$ cat config.mk
export PLATFORM = sky130hd
export DESIGN_NAME = pwm_ramp_ctrl
export DESIGN_NICKNAME = d
export VERILOG_FILES = /design/src/rtl/pwm_ramp_ctrl.sv
export SDC_FILE = /design/constraint.sdc
export NUM_CORES = 1
export LEC_CHECK = 0
export CORE_MARGIN = 2
export CORE_UTILIZATION = 57
export CTS_CLUSTER_DIAMETER = 100
export DETAILED_ROUTE_END_ITERATION = 12
export PLACE_DENSITY = 0.81
export SYNTH_ARGS = -nofsm -noshare
export SYNTH_HDL_FRONTEND = slang
export SYNTH_SLANG_ARGS = --single-unit
$ cat constraint.sdc
create_clock -name clk -period 6.2 [get_ports clk]
set_input_delay 1.86 -clock clk [delete_from_list [all_inputs] [get_ports clk]]
set_output_delay 1.86 -clock clk [all_outputs]
set_load 0.01 [all_outputs]
$ cat src/rtl/pwm_ramp_ctrl.sv
// Soft-start ramp sequencer: programs pwm_top registers, then steps DUTY toward a target.
// Optional PWM_RAMP_SOFT_STOP_EN: stop after enable ramps duty down to 0 before disabling.
module pwm_ramp_ctrl #(
  parameter int unsigned WIDTH       = 16,
  parameter int unsigned IW          = 16,
  parameter logic [3:0]  ADDR_CTRL   = 4'h0,
  parameter logic [3:0]  ADDR_PERIOD = 4'h1,
  parameter logic [3:0]  ADDR_DUTY   = 4'h2,
  parameter logic [3:0]  ADDR_PRESC  = 4'h3
) (
  input  logic             clk,
  input  logic             rst_n,
  input  logic             start,
  input  logic             stop,
  input  logic             mode_cfg,
  input  logic [WIDTH-1:0] presc_cfg,
  input  logic [WIDTH-1:0] period_cfg,
  input  logic [WIDTH-1:0] target_duty,
  input  logic [WIDTH-1:0] step_size,
  input  logic [IW-1:0]    interval,
  output logic             reg_wr_en,
  output logic [3:0]       reg_addr,
  output logic [WIDTH-1:0] reg_wr_data,
  output logic             busy,
  output logic             done,
  output logic [WIDTH-1:0] cur_duty
);

  typedef enum logic [3:0] {
    S_IDLE, S_PRESC, S_PERIOD, S_DUTY0, S_CTRL, S_WAIT, S_STEP, S_DONE, S_STOP
  } state_t;

  state_t           state, next_state;
  logic             mode_q;
  logic [WIDTH-1:0] presc_q, period_q, tgt_q, step_q;
  logic [IW-1:0]    ivl_q, cnt_q;

  logic             soft_take, soft_act, stop_hit, at_tgt;
  logic [WIDTH-1:0] eff_tgt, step_val;
  logic [WIDTH:0]   up_sum, dn_diff;

  logic             wr_en_d, done_d, busy_d;
  logic [3:0]       addr_d;
  logic [WIDTH-1:0] data_d, duty_d;

`ifdef PWM_RAMP_SOFT_STOP_EN
  logic soft_q;

  // Soft stop only once PWM is enabled and a ramp is in progress.
  assign soft_take = stop && !soft_q && (state == S_WAIT || state == S_STEP);
  assign soft_act  = soft_q || soft_take;

  always_ff @(posedge clk or negedge rst_n) begin
    if (!rst_n)                        soft_q <= 1'b0;
    else if (state == S_IDLE && start) soft_q <= 1'b0;
    else if (soft_take)                soft_q <= 1'b1;
  end
`else
  assign soft_take = 1'b0;
  assign soft_act  = 1'b0;
`endif

  assign stop_hit = stop && (state != S_IDLE) && (state != S_STOP) && !soft_act;
  assign eff_tgt  = soft_take ? '0 : tgt_q;
  assign at_tgt   = (cur_duty == eff_tgt);

  // Step arithmetic in WIDTH+1 bits so neither direction can wrap past the target.
  always_comb begin
    up_sum  = {1'b0, cur_duty} + {1'b0, step_q};
    dn_diff = {1'b0, cur_duty} - {1'b0, step_q};
    step_val = cur_duty;
    if (cur_duty < eff_tgt)
      step_val = (up_sum > {1'b0, eff_tgt}) ? eff_tgt : up_sum[WIDTH-1:0];
    else if (cur_duty > eff_tgt)
      step_val = (dn_diff[WIDTH] || dn_diff[WIDTH-1:0] < eff_tgt) ? eff_tgt : dn_diff[WIDTH-1:0];
  end

  always_ff @(posedge clk or negedge rst_n) begin
    if (!rst_n) state <= S_IDLE;
    else        state <= next_state;
  end

  always_comb begin
    next_state = state;
    case (state)
      S_IDLE:   if (start) next_state = S_PRESC;
      S_PRESC:  next_state = S_PERIOD;
      S_PERIOD: next_state = S_DUTY0;
      S_DUTY0:  next_state = S_CTRL;
      S_CTRL, S_STEP: begin
        if (at_tgt)                next_state = soft_act ? S_STOP : S_DONE;
        else if (ivl_q == IW'(1))  next_state = S_STEP;
        else                       next_state = S_WAIT;
      end
      S_WAIT:   if (cnt_q == ivl_q - IW'(1)) next_state = S_STEP;
      S_DONE:   next_state = S_IDLE;
      S_STOP:   next_state = S_IDLE;
      default:  next_state = S_IDLE;
    endcase
    if (stop_hit) next_state = S_STOP;
  end

  // Outputs are decoded from next_state and registered, so each write appears in its own state cycle.
  always_comb begin
    wr_en_d = 1'b0;
    addr_d  = '0;
    data_d  = '0;
    duty_d  = cur_duty;
    done_d  = 1'b0;
    busy_d  = (next_state != S_IDLE);
    case (next_state)
      S_PRESC:  begin wr_en_d = 1'b1; addr_d = ADDR_PRESC;  data_d = (state == S_IDLE) ? presc_cfg : presc_q; end
      S_PERIOD: begin wr_en_d = 1'b1; addr_d = ADDR_PERIOD; data_d = period_q; end
      S_DUTY0:  begin wr_en_d = 1'b1; addr_d = ADDR_DUTY;   data_d = '0; duty_d = '0; end
      S_CTRL:   begin wr_en_d = 1'b1; addr_d = ADDR_CTRL;   data_d = {{(WIDTH-2){1'b0}}, mode_q, 1'b1}; end
      S_STEP:   begin wr_en_d = 1'b1; addr_d = ADDR_DUTY;   data_d = step_val; duty_d = step_val; end
      S_STOP:   begin wr_en_d = 1'b1; addr_d = ADDR_CTRL;   data_d = {{(WIDTH-2){1'b0}}, mode_q, 1'b0}; end
      S_DONE:   done_d = 1'b1;
      default:  ;
    endcase
  end

  always_ff @(posedge clk or negedge rst_n) begin
    if (!rst_n) begin
      reg_wr_en   <= 1'b0;
      reg_addr    <= '0;
      reg_wr_data <= '0;
      busy        <= 1'b0;
      done        <= 1'b0;
      cur_duty    <= '0;
    end else begin
      reg_wr_en   <= wr_en_d;
      reg_addr    <= addr_d;
      reg_wr_data <= data_d;
      busy        <= busy_d;
      done        <= done_d;
      cur_duty    <= duty_d;
    end
  end

  always_ff @(posedge clk or negedge rst_n) begin
    if (!rst_n) begin
      mode_q   <= 1'b0;
      presc_q  <= '0;
      period_q <= '0;
      tgt_q    <= '0;
      step_q   <= '0;
      ivl_q    <= '0;
      cnt_q    <= '0;
    end else begin
      if (state == S_IDLE && start) begin
        mode_q   <= mode_cfg;
        presc_q  <= presc_cfg;
        period_q <= period_cfg;
        tgt_q    <= (target_duty > period_cfg) ? period_cfg : target_duty;
        step_q   <= (step_size == '0) ? WIDTH'(1) : step_size;
        ivl_q    <= (interval == '0) ? IW'(1) : interval;
      end else if (soft_take) begin
        tgt_q    <= '0;
      end
      if (next_state == S_WAIT && state != S_WAIT) cnt_q <= IW'(1);
      else if (state == S_WAIT)                    cnt_q <= cnt_q + IW'(1);
    end
  end

endmodule

* Yosys cells after proc, flatten, opt, wreduce, memory -nomap -nowiden
Index checks and enable logic that the tools add are counted.
Storage, ports and cells: register bits after elaboration 140, input bits 85, output and inout bits 39, word-level logic and storage cells 78
Cells by class: add/subtract/negate cells 4, $lt $le $gt $ge 5, equality and inequality tests 19, mux-type cells 21, reduce and logical (&&, ||, !) cells 15
Operators with widths (number):
- $mux 16 | 10
- $pmux 16 s5 | 1
- $eq 16x16->1 | 2
- $gt 16x16->1 | 2
- $logic_not 16->1 | 2
- $lt 16x16->1 | 2
- $pmux 16 s2 | 1
- $eq 4x3->1 const B | 7
- $pmux 4 s6 | 1
- $add 16x16->17 | 1
- $gt 17x16->1 | 1
- $sub 16x16->17 | 1
- $add 16x1->16 const B | 1
- $eq 16x1->1 const B | 1
- $eq 4x2->1 const B | 4
- $sub 16x1->16 const B | 1
- $mux 4 | 3
- $eq 4x1->1 const B | 2
- $reduce_bool 4->1 | 2
- $pmux 2 s3 | 1
- $reduce_or 6->1 | 1
- $eq 4x4->1 const B | 1
- $logic_and 1x1->1 | 4
- $logic_not 4->1 | 1
- other kinds (7) | 11

* Depth between registers and ports, before layout
Gate-level depths: netlist of the first run.
word-level depth 8, depth in mapped cells 20, mapped depth without buffers 19

* Worst setup path after synthesis of the first run
No wires, ideal clock.
kind reg2reg, from reg cur_duty[2], to reg reg_wr_data[12], library setup time 0.124 ns, data arrival time 4.379 ns, required time 6.076 ns, slack 1.698 ns, cell stages (with the launch flop) 20, path buffers 2, clock period less this slack 4.502 ns, cell sequence dfrtp_1 > ha_1 > buf_4 > nor2b_1 > a2111oi_0 > o31ai_1 > nand3_1 > a31oi_1 > o311ai_0 > ha_1 > nand2_1 > nor4_1 > nand4_1 > o311a_1 > a2111oi_4 > buf_6 > nor2_1 > a21oi_1 > nor2_1 > a211o_1
On the way: longest elaborated chain between the ends 7, elaborated cells between the ends (all ways) 21, classes of those cells add/sub: 2; order compare: 4; eq/ne: 6; mux: 8; reduce/logical: 1
RTL lines:
- from (decl) | RTL line 26 | output logic [WIDTH-1:0] cur_duty
- from (signal assigned) | RTL line 137 | cur_duty <= duty_d;
- $sub 16x16->17 | RTL line 70 | dn_diff = {1'b0, cur_duty} - {1'b0, step_q};
- $lt 16x16->1 | RTL line 75 | step_val = (dn_diff[WIDTH] || dn_diff[WIDTH-1:0] < eff_tgt) ? eff_tgt : dn_diff[WIDTH-1:0];
- $logic_or 1x1->1 | RTL line 75
- $mux 16 | RTL line 75
- $mux 16 | RTL line 74 | else if (cur_duty > eff_tgt)
- $mux 16 | RTL line 72 | if (cur_duty < eff_tgt)
- $pmux 16 s5 (*) | RTL line 111 | case (next_state)
- named net data_d[12] | RTL line 44 | logic [WIDTH-1:0] data_d, duty_d;
- to (signal assigned) | RTL line 134 | reg_wr_data <= data_d;
- to (decl) | RTL line 23 | output logic [WIDTH-1:0] reg_wr_data,
The timed path passes the listed nets; every way through them passes the cells marked *. A chain may end at the register's enable or synchronous reset.

* Worst setup path in the final report of the first run
from reg cur_duty[2], to reg reg_wr_data[6]
Same word-level chain as after synthesis.

==> flow_metrics.env, run 1 <==
export IMPL_p_total_w=0.00734
export IMPL_antenna_cells=0
export IMPL_required_ns=6.49
export IMPL_async_reset_ff_frac=1.00
export IMPL_synth_area_per_cell_um2=8.91
export IMPL_ys_types=81
export IMPL_die_area_um2=18100
export IMPL_slew_viol_final=0
export IMPL_dp_hpwl_mm=21.6
export IMPL_grt_pass1_vias=8648
export IMPL_crit_family="compound AO/OA/AOI/OAI gates"
export IMPL_hold_viol_final=0
export IMPL_synthFlopType="dfrtp_1"
export IMPL_reg2reg_depth=17
export IMPL_routed_wl_mm=28.4
export IMPL_grt_overflow=0
export IMPL_synth_common_cells="dfrtp_1, ha_1, inv_1"
export IMPL_arrival_ns=5.97
export IMPL_startpoint_type="register"
export IMPL_r2r_end="reg_wr_data[6]"
export IMPL_cp_max_fo=20
export IMPL_io_pins=124
export IMPL_cts_setup_buffers=0
export IMPL_num_vias=8887
export IMPL_post_place_ws_ns=0.632
export IMPL_htreeDepth=4
export IMPL_grt_usage=0.322
export IMPL_start_util=0.585
export IMPL_die_height_um=135
export IMPL_critical_path_class="reg -> reg"
export IMPL_dieWidth_um=135
export IMPL_crit_path_top_delay_cell="o311ai_0"
export IMPL_drv_cap=0
export IMPL_clockBufferDepth=2
export IMPL_synth_top_area_frac=0.314
export IMPL_clk_pin_slew_ns=0.06
export IMPL_ir_worst_vdd_uv=341
export IMPL_r2r_start="cur_duty[2]"
export IMPL_max_slew_margin_rel=0.141
export IMPL_synthCells=1092
export IMPL_cts_hold_buf=0
export IMPL_max_stage_delay_ns=0.77
export IMPL_row_count=47
export IMPL_ys_warn_count=0
export IMPL_clock_skew_ns=0.00984
export IMPL_seq_area_frac_synth=0.314
export IMPL_nNetsFinal=1374
export IMPL_synth_edf_count=0
export IMPL_synth_area_leader_cell="dfrtp_1"
export IMPL_end_kind="register"
export IMPL_grt_max_degree=102
export IMPL_cts_made_buffers=17
export IMPL_synth_area_um2=9730
export IMPL_numPortBuffers=121
export IMPL_setup_violations_final=0
export IMPL_wl_per_cell_um=20.0
export IMPL_fmax_ghz=0.176
export IMPL_rsz0062_at_grt="no"
export IMPL_yosysMostFrequentCell="dfrtp_1"
export IMPL_hold_class="reg -> reg"
export IMPL_drtAntennaViolNets=0
export IMPL_syn2layout_area_growth_pct=19.5
export IMPL_drc=0
export IMPL_place_congestion=0.987
export IMPL_grt_first_pass_wirelength_mm=45.6
export IMPL_fin_crit_sh=0.916
export IMPL_fin_crit_ns=5.68
export IMPL_whs_path_depth=1
export IMPL_cts_resized_gates=0
export IMPL_path_buf_inv=1
export IMPL_cellLeakagePower_nw=5.35
export IMPL_status="finished, final reports clean"
export IMPL_antenna_found_initial=0
export IMPL_r2r_slack_ns=0.52
export IMPL_fin_tns_setup_ns=0
export IMPL_cts_root_buf="clkbuf_16"
export IMPL_crit_chain="ha_1 > nor2b_1 > a2111oi_0 > o31ai_1 > nand3_1 > a31oi_1 > o311ai_0 > ha_1 > nand2_1 > nor4_1 > nand4_1 > o311a_1 > a2111oi_4 > buf_4 > mux2i_1 > a211oi_2 > o21bai_1"
export IMPL_post_route_util=0.699
export IMPL_cp_common_cell="ha_1"
export IMPL_worst_slew_pin_slew_ns=1.26
export IMPL_synth_seq_cells=122
export IMPL_netlist_top_cells_area="dfrtp_1, ha_1, mux2_2, a21oi_1, o21ai_0"
export IMPL_core_area_um2=16600
export IMPL_drt_pass1_iterations=5
export IMPL_cts_tree="yes"
export IMPL_drive_gt1_frac=0.0832
export IMPL_cellPowerDensity_nw_per_um2=631
export IMPL_drt_initial_drc_count=938
export IMPL_holdPathEnd="period_q[10]"
export IMPL_clk_latency_ns=0.42
export IMPL_viasPerCell=6.25
export IMPL_cts_sinks=122
export IMPL_fin_ws_ns=0.518
export IMPL_min_from="period_q[10]"
==> kinds of logic after synthesis <==
group | Yosys count | synth area share
buffers and inverters | 135 | 0.0579
flip-flops | 122 | 0.314
AO/OA/AOI/OAI | 319 | 0.223
AND/OR/NAND/NOR | 310 | 0.169
adder cells (fa/ha/maj) | 100 | 0.130
multiplexers | 60 | 0.0658
XOR/XNOR | 45 | 0.0405
other | 1 | 0.000385
==> sequential cells by signal (all words and copies together), names as in the netlist <==
signal	count
cnt_q	16
reg_wr_en	1
cur_duty	16
step_q	16
mode_q	1
reg_addr	2
ivl_q	16
eff_tgt	16
period_q	16
done	1
busy	1
reg_wr_data	16
state	4
==> through the flow <==
| stage | instances | instance area (um2) | hold WS [ns] |
|---|---|---|---|
| 2_1_floorplan | 1093 | 9730 | 0.455 |
| 3_3_place_gp | 1390 | 11100 | 0.491 |
| 3_5_place_dp | 1390 | 11100 | 0.497 |
| 4_1_cts | 1422 | 11600 | 0.511 |
| 5_1_grt | 1422 | 11600 | 0.527 |
| 6_report | 1422 | 11600 | 0.509 |
==> worst max path at each step <==
stage	from	endpoint	slack, ns	cells after the start
3_3_place_gp	cur_duty[2]	reg_wr_data[14]	1.03	18
2_1_floorplan	cur_duty[2]	reg_wr_data[12]	1.70	19
3_5_place_dp	cur_duty[2]	reg_wr_data[6]	0.63	17
4_1_cts	cur_duty[2]	reg_wr_data[6]	0.62	17
6_report	cur_duty[2]	reg_wr_data[6]	0.52	17
5_1_grt	cur_duty[2]	reg_wr_data[11]	0.06	18
==> layout make-up <==
| type | count | area [um2] |
|---|---|---|
| well taps | 220 | 275 |
| clock buffers | 18 | 429 |
| fillers | 1287 | 5010 |
| multi-input cells | 836 | 6130 |
| inverters | 80 | 300 |
| clock inverters | 14 | 139 |
| repair buffers | 132 | 1300 |
| flip-flops and latches | 122 | 3050 |
==> placed cells by master, fill, tap and decap left out, types with 8 or more instances in the layout <==
cell	synthesis	routed
nand4_1	19	19
o211ai_1	22	22
buf_4	3	11
mux2_2	32	32
nor3_1	19	19
nand2b_1	18	18
a22oi_1	10	10
nand2_1	68	68
mux2i_1	28	28
clkdlybuf4s50_1	0	120
dfrtp_1	122	122
nand3_1	30	30
nor4_1	13	13
a21o_1	28	28
o21a_1	11	11
ha_1	98	98
o21ai_0	64	64
clkbuf_16	0	17
and3_1	9	9
xor2_1	14	14
o31ai_1	10	10
a211o_1	8	8
nor2b_1	11	11
nor2_1	79	78
o21bai_1	12	12
a31oi_1	9	9
xnor2_1	31	31
inv_1	80	80
a21oi_1	68	68
==> metal layers <==
| layer | up-vias | track usage | routed length (um) |
|---|---|---|---|
| met5 | - | 0 | 0 |
| met2 | 377 | 0.493 | 12500 |
| met3 | 73 | 0.0732 | 2120 |
| li1 | 4190 | - | - |
| met1 | 4247 | 0.446 | 12800 |
| met4 | 0 | 0.124 | 943 |
==> report_power, final <==
| part | switching, W | leakage, nW | internal [W] | total (W) |
|---|---|---|---|---|
| clock network | 0.000404 | 0.275 | 0.000560 | 0.000964 |
| registers | 0.000449 | 1.48 | 0.00115 | 0.00160 |
| logic | 0.00285 | 3.59 | 0.00193 | 0.00477 |
No activity file was read; power rests on OpenSTA's default activity.
==> run 2: changes to the inputs <==
--- a/config.mk
+++ b/config.mk
@@ -6,10 +6,10 @@
 export NUM_CORES = 1
 export LEC_CHECK = 0
 export CORE_MARGIN = 2
-export CORE_UTILIZATION = 57
+export CORE_UTILIZATION = 51
 export CTS_CLUSTER_DIAMETER = 100
 export DETAILED_ROUTE_END_ITERATION = 12
-export PLACE_DENSITY = 0.81
+export PLACE_DENSITY = 0.76
 export SYNTH_ARGS = -nofsm -noshare
 export SYNTH_HDL_FRONTEND = slang
 export SYNTH_SLANG_ARGS = --single-unit
==> constraint.sdc (replaced) <==
create_clock -name clk -period 5.08 [get_ports clk]
set_input_delay 1.524 -clock clk [delete_from_list [all_inputs] [get_ports clk]]
set_output_delay 1.524 -clock clk [all_outputs]
set_load 0.01 [all_outputs]
==> run 2 against run 1 <==
Effect of this change: sequential share of layout area down 0.57 points; via count up 1.4%; power up 26%; final area up 2.2%; sequential power up 21%; hold slack worse by 0.0035 ns; largest power group unchanged.
==> flow_metrics.env, run 2 (synthesis gave the netlist of run 1 again) <==
export IMPL_hold_class="reg -> reg"
export IMPL_num_vias=9011
export IMPL_end_kind="register"
export IMPL_syn2layout_area_growth_pct=22.1
export IMPL_placed_cells=1422
export IMPL_fin_crit_sh=0.960
export IMPL_arrival_ns=5.14
export IMPL_final_area_um2=11900
export IMPL_clk_pin_slew_ns=0.06
export IMPL_required_ns=5.34
export IMPL_drc=0
export IMPL_ir_worst_vdd_uv=401
export IMPL_nNetsFinal=1394
export IMPL_cts_made_buffers=17
export IMPL_htreeDepth=4
export IMPL_setup_violations_final=0
export IMPL_max_slew_margin_rel=0.254
export IMPL_cts_root_buf="clkbuf_16"
export IMPL_final_cells=1457
export IMPL_whs_path_depth=2
export IMPL_place_congestion=1.04
export IMPL_clk_latency_ns=0.43
export IMPL_die_area_um2=20200
export IMPL_cts_tree="yes"
export IMPL_clockBufferDepth=2
export IMPL_dieWidth_um=142
export IMPL_critical_path_class="reg -> reg"
export IMPL_die_height_um=142
export IMPL_dpl_cell_area_um2=11200
export IMPL_core_area_um2=18700
export IMPL_regArea_um2=3050
export IMPL_cts_sinks=122
export IMPL_drive_gt1_frac=0.0998
export IMPL_grt_usage=0.304
export IMPL_drtAntennaViolNets=0
export IMPL_cp_max_fo=10
export IMPL_multiInputGateArea_um2=6150
export IMPL_cellLeakagePower_nw=5.49
export IMPL_status="finished, final reports clean"
export IMPL_grt_pass1_vias=8778
export IMPL_nFillCells=1604
export IMPL_grt_max_degree=70
export IMPL_drv_cap=0
export IMPL_viasPerCell=6.18
export IMPL_drt_pass1_iterations=5
export IMPL_cellPowerDensity_nw_per_um2=779
export IMPL_start_util=0.520
export IMPL_fmax_ghz=0.205
export IMPL_grt_overflow=0
export IMPL_worst_slew_pin_slew_ns=1.12
export IMPL_antenna_found_initial=1
export IMPL_clock_skew_ns=0.0125
export IMPL_io_pins=124
export IMPL_final_common_cell="dfrtp_1"
export IMPL_wl_per_cell_um=20.8
export IMPL_row_count=50
export IMPL_fin_crit_ns=4.88
export IMPL_most_common_layout_cells="dfrtp_1, clkdlybuf4s50_1, ha_1"
export IMPL_reg2reg_depth=19
export IMPL_drt_initial_drc_count=617
export IMPL_r2r_slack_ns=0.20
export IMPL_dp_hpwl_mm=23.1
export IMPL_grt_first_pass_wirelength_mm=47.1
export IMPL_startpoint_type="register"
export IMPL_routed_wl_mm=30.3
export IMPL_slew_viol_final=0
export IMPL_hold_viol_final=0
export IMPL_numPortBuffers=121
## run 2: path summary, 6_finish.rpt
kind	from	end
max	cur_duty[1]	cur_duty[1]
min	mode_q	reg_wr_data[1]
max reg2reg	cur_duty[1]	cur_duty[1]
min reg2reg	mode_q	reg_wr_data[1]
max in group asynchronous	rst_n	cur_duty[10]
min in group asynchronous	rst_n	state[1]
## run 2: routing by layer
metal / GRT usage / vias up / routed length, um
met2: 0.497 / 380 / 14300
met5: 0 / - / 0
li1: - / 4246 / -
met4: 0.154 / 0 / 1400
met1: 0.385 / 4301 / 12600
met3: 0.0565 / 84 / 1910
## run 2: worst max-delay path: stages, from the launching register on
cell and delay [ns]:
dfrtp_1 0.44, inv_1 0.16, fa_1 0.48, nor2_1 0.16, o311a_1 0.25, o211a_1 0.23
nor2_1 0.07, a222oi_1 0.34, xnor2_1 0.22, ha_1 0.34, nand2_1 0.10, nor4_4 0.31
nand4_1 0.16, buf_4 0.17, a2111oi_4 0.44, buf_4 0.20, buf_4 0.16, o21ai_0 0.09
a21oi_1 0.25, o22ai_1 0.13
## run 2: layout make-up
type | count | area share
multi-input combinational | 836 | 0.518
sequential | 122 | 0.257
timing repair buffer | 152 | 0.123
clock buffer | 22 | 0.0399
inverter | 80 | 0.0253
tap | 234 | 0.0246
clock inverter | 10 | 0.0119
antenna | 1 | 0.000211
## run 2: timing repair
action,4_1_cts,5_1_grt
hold buffers,0,0
resized for setup,0,5
endpoints found under the hold margin,0,0
setup buffers,0,2
setup endpoints to repair,0,32
## run 2: through the flow
| stage | utilization | power (W) | hold slack [ns] | setup slack [ns] | TNS, ns |
|---|---|---|---|---|---|
| 2_1_floorplan | - | 0.00590 | 0.455 | 0.578 | 0 |
| 3_3_place_gp | 0.600 | 0.00762 | 0.479 | 0.280 | 0 |
| 3_5_place_dp | 0.600 | 0.00775 | 0.493 | 0.183 | 0 |
| 4_1_cts | 0.633 | 0.00912 | 0.501 | 0.116 | 0 |
| 5_1_grt | 0.635 | 0.00998 | 0.523 | -0.0123 | -0.0262 |
| 6_report | 0.635 | 0.00926 | 0.505 | 0.203 | 0 |
## run 2: power by group
group	switching [W]	internal (W)
logic	0.00354	0.00250
clock network	0.000475	0.000811
registers	0.000519	0.00141
==> variant: new RTL, settings of run 2 <==
`IW`: 16 -> 8.
--- a/src/rtl/pwm_ramp_ctrl.sv
+++ b/src/rtl/pwm_ramp_ctrl.sv
@@ -2,7 +2,7 @@
 // Optional PWM_RAMP_SOFT_STOP_EN: stop after enable ramps duty down to 0 before disabling.
 module pwm_ramp_ctrl #(
   parameter int unsigned WIDTH       = 16,
-  parameter int unsigned IW          = 16,
+  parameter int unsigned IW          = 8,
   parameter logic [3:0]  ADDR_CTRL   = 4'h0,
   parameter logic [3:0]  ADDR_PERIOD = 4'h1,
   parameter logic [3:0]  ADDR_DUTY   = 4'h2,
Interface: changed (resized interval); port bits go from 124 to 116. The function was not compared with the original's and may differ.
==> variant against run 2 <==
Worst setup slack gained 0.091 ns. Total power shrank 26%. Sequential cell count decreased by 16. Final area decreased by 13%. Die area fell by 12%. Critical path depth down 3. Synthesized area fell by 12%. Combinational power is 25% lower. Routed wire length decreased by 17%. First-iteration DRC count rose by 18%. Maximum frequency grew 1.9%. Hold slack got worse by 0.012 ns. Clock skew is 0.00071 ns higher. Largest power group unchanged.
==> variant: results (changes against run 2) <==
metric,value,unit,change
DP Area,0.009955,mm^2,-11%
clock-pin slew on the worst setup and hold paths,0.08,ns,+0.02 ns
status,"finished, final reports clean",,
number of distinct library cells after synthesis,87,,+7.4%
post-synthesis compound-gate area fraction,21.35,%,-0.92 points
Worst R2R Path Depth,16,,-3
Port Buffer Count,113,,-6.6%
crit path DAT,5.01,ns,-0.13 ns
# diodes,0,,-1
met2 usage,42.93,%,-6.7 points
Rel. slew slack,31.91,%,+6.5 points
Tot GR Track Use,28.30,%,-2.1 points
grt met1 use,42.81,%,+4.3 points
Cells after DPL,1279,,-10%
crit path max fanout,8,,-2
Hold Path End,period_q[3]$_DFFE_PN0P_,,
Worst R2R Setup Slack,0.29,ns,+0.09 ns
dpl hpwl,19310,um,-16%
Design Power,6.826,mW,-26%
final worst-path cycle share,94.21,%,-1.8 points
Worst VDD drop,293.6,uV,-27%
adder-cell area share of the yosys netlist,14.97,%,+2.0 points
DRT iter0 DRCs,731,,+18%
initial antenna violation count,0,,-1
met2 WL,11240,um,-22%
Via density,6.054,,-2.1%
worst-skew pair later-pin latency,0.37,ns,-0.06 ns
Metal-1 WL,11830,um,-6.5%
hold path startpoint,period_q[3]$_DFFE_PN0P_,,
total CTS buffers,9,,-8
crit path to,cur_duty[9]$_DFFE_PN0P_,,
Area Growth Syn to Fin,21.68,%,
variant: cell count changes after synthesis, sizes merged, moves of 10 or more:
cell,run 2,this run
a21o,28,13
a21oi,75,61
clkbuf,34,21
dfrtp,122,106
nand3,30,45
nor4,17,7
o21ai,71,56
o21bai,12,2
variant: critical path: stages (launching register included):
cell	delay, ns
dfrtp_1	0.44
inv_1	0.09
ha_1	0.23
fa_1	0.40
and2b_1	0.27
o31ai_4	0.10
a2111oi_4	0.42
nor3_1	0.10
xnor2_1	0.40
ha_1	0.21
nand4_1	0.13
nor3_1	0.18
o21ai_0	0.30
a221oi_4	0.67
nor3_1	0.09
o31ai_1	0.41
o21ai_0	0.19
variant: final cells by class:
type                            instances  area share, %
Inverter                               74          2.678
Sequential cell                       106          25.57
Clock buffer                            9          2.171
Timing Repair Buffer                  137          12.86
Multi-Input combinational cell        746          53.35
Clock inverter                          7         0.7237
Tap cell                              220          2.653
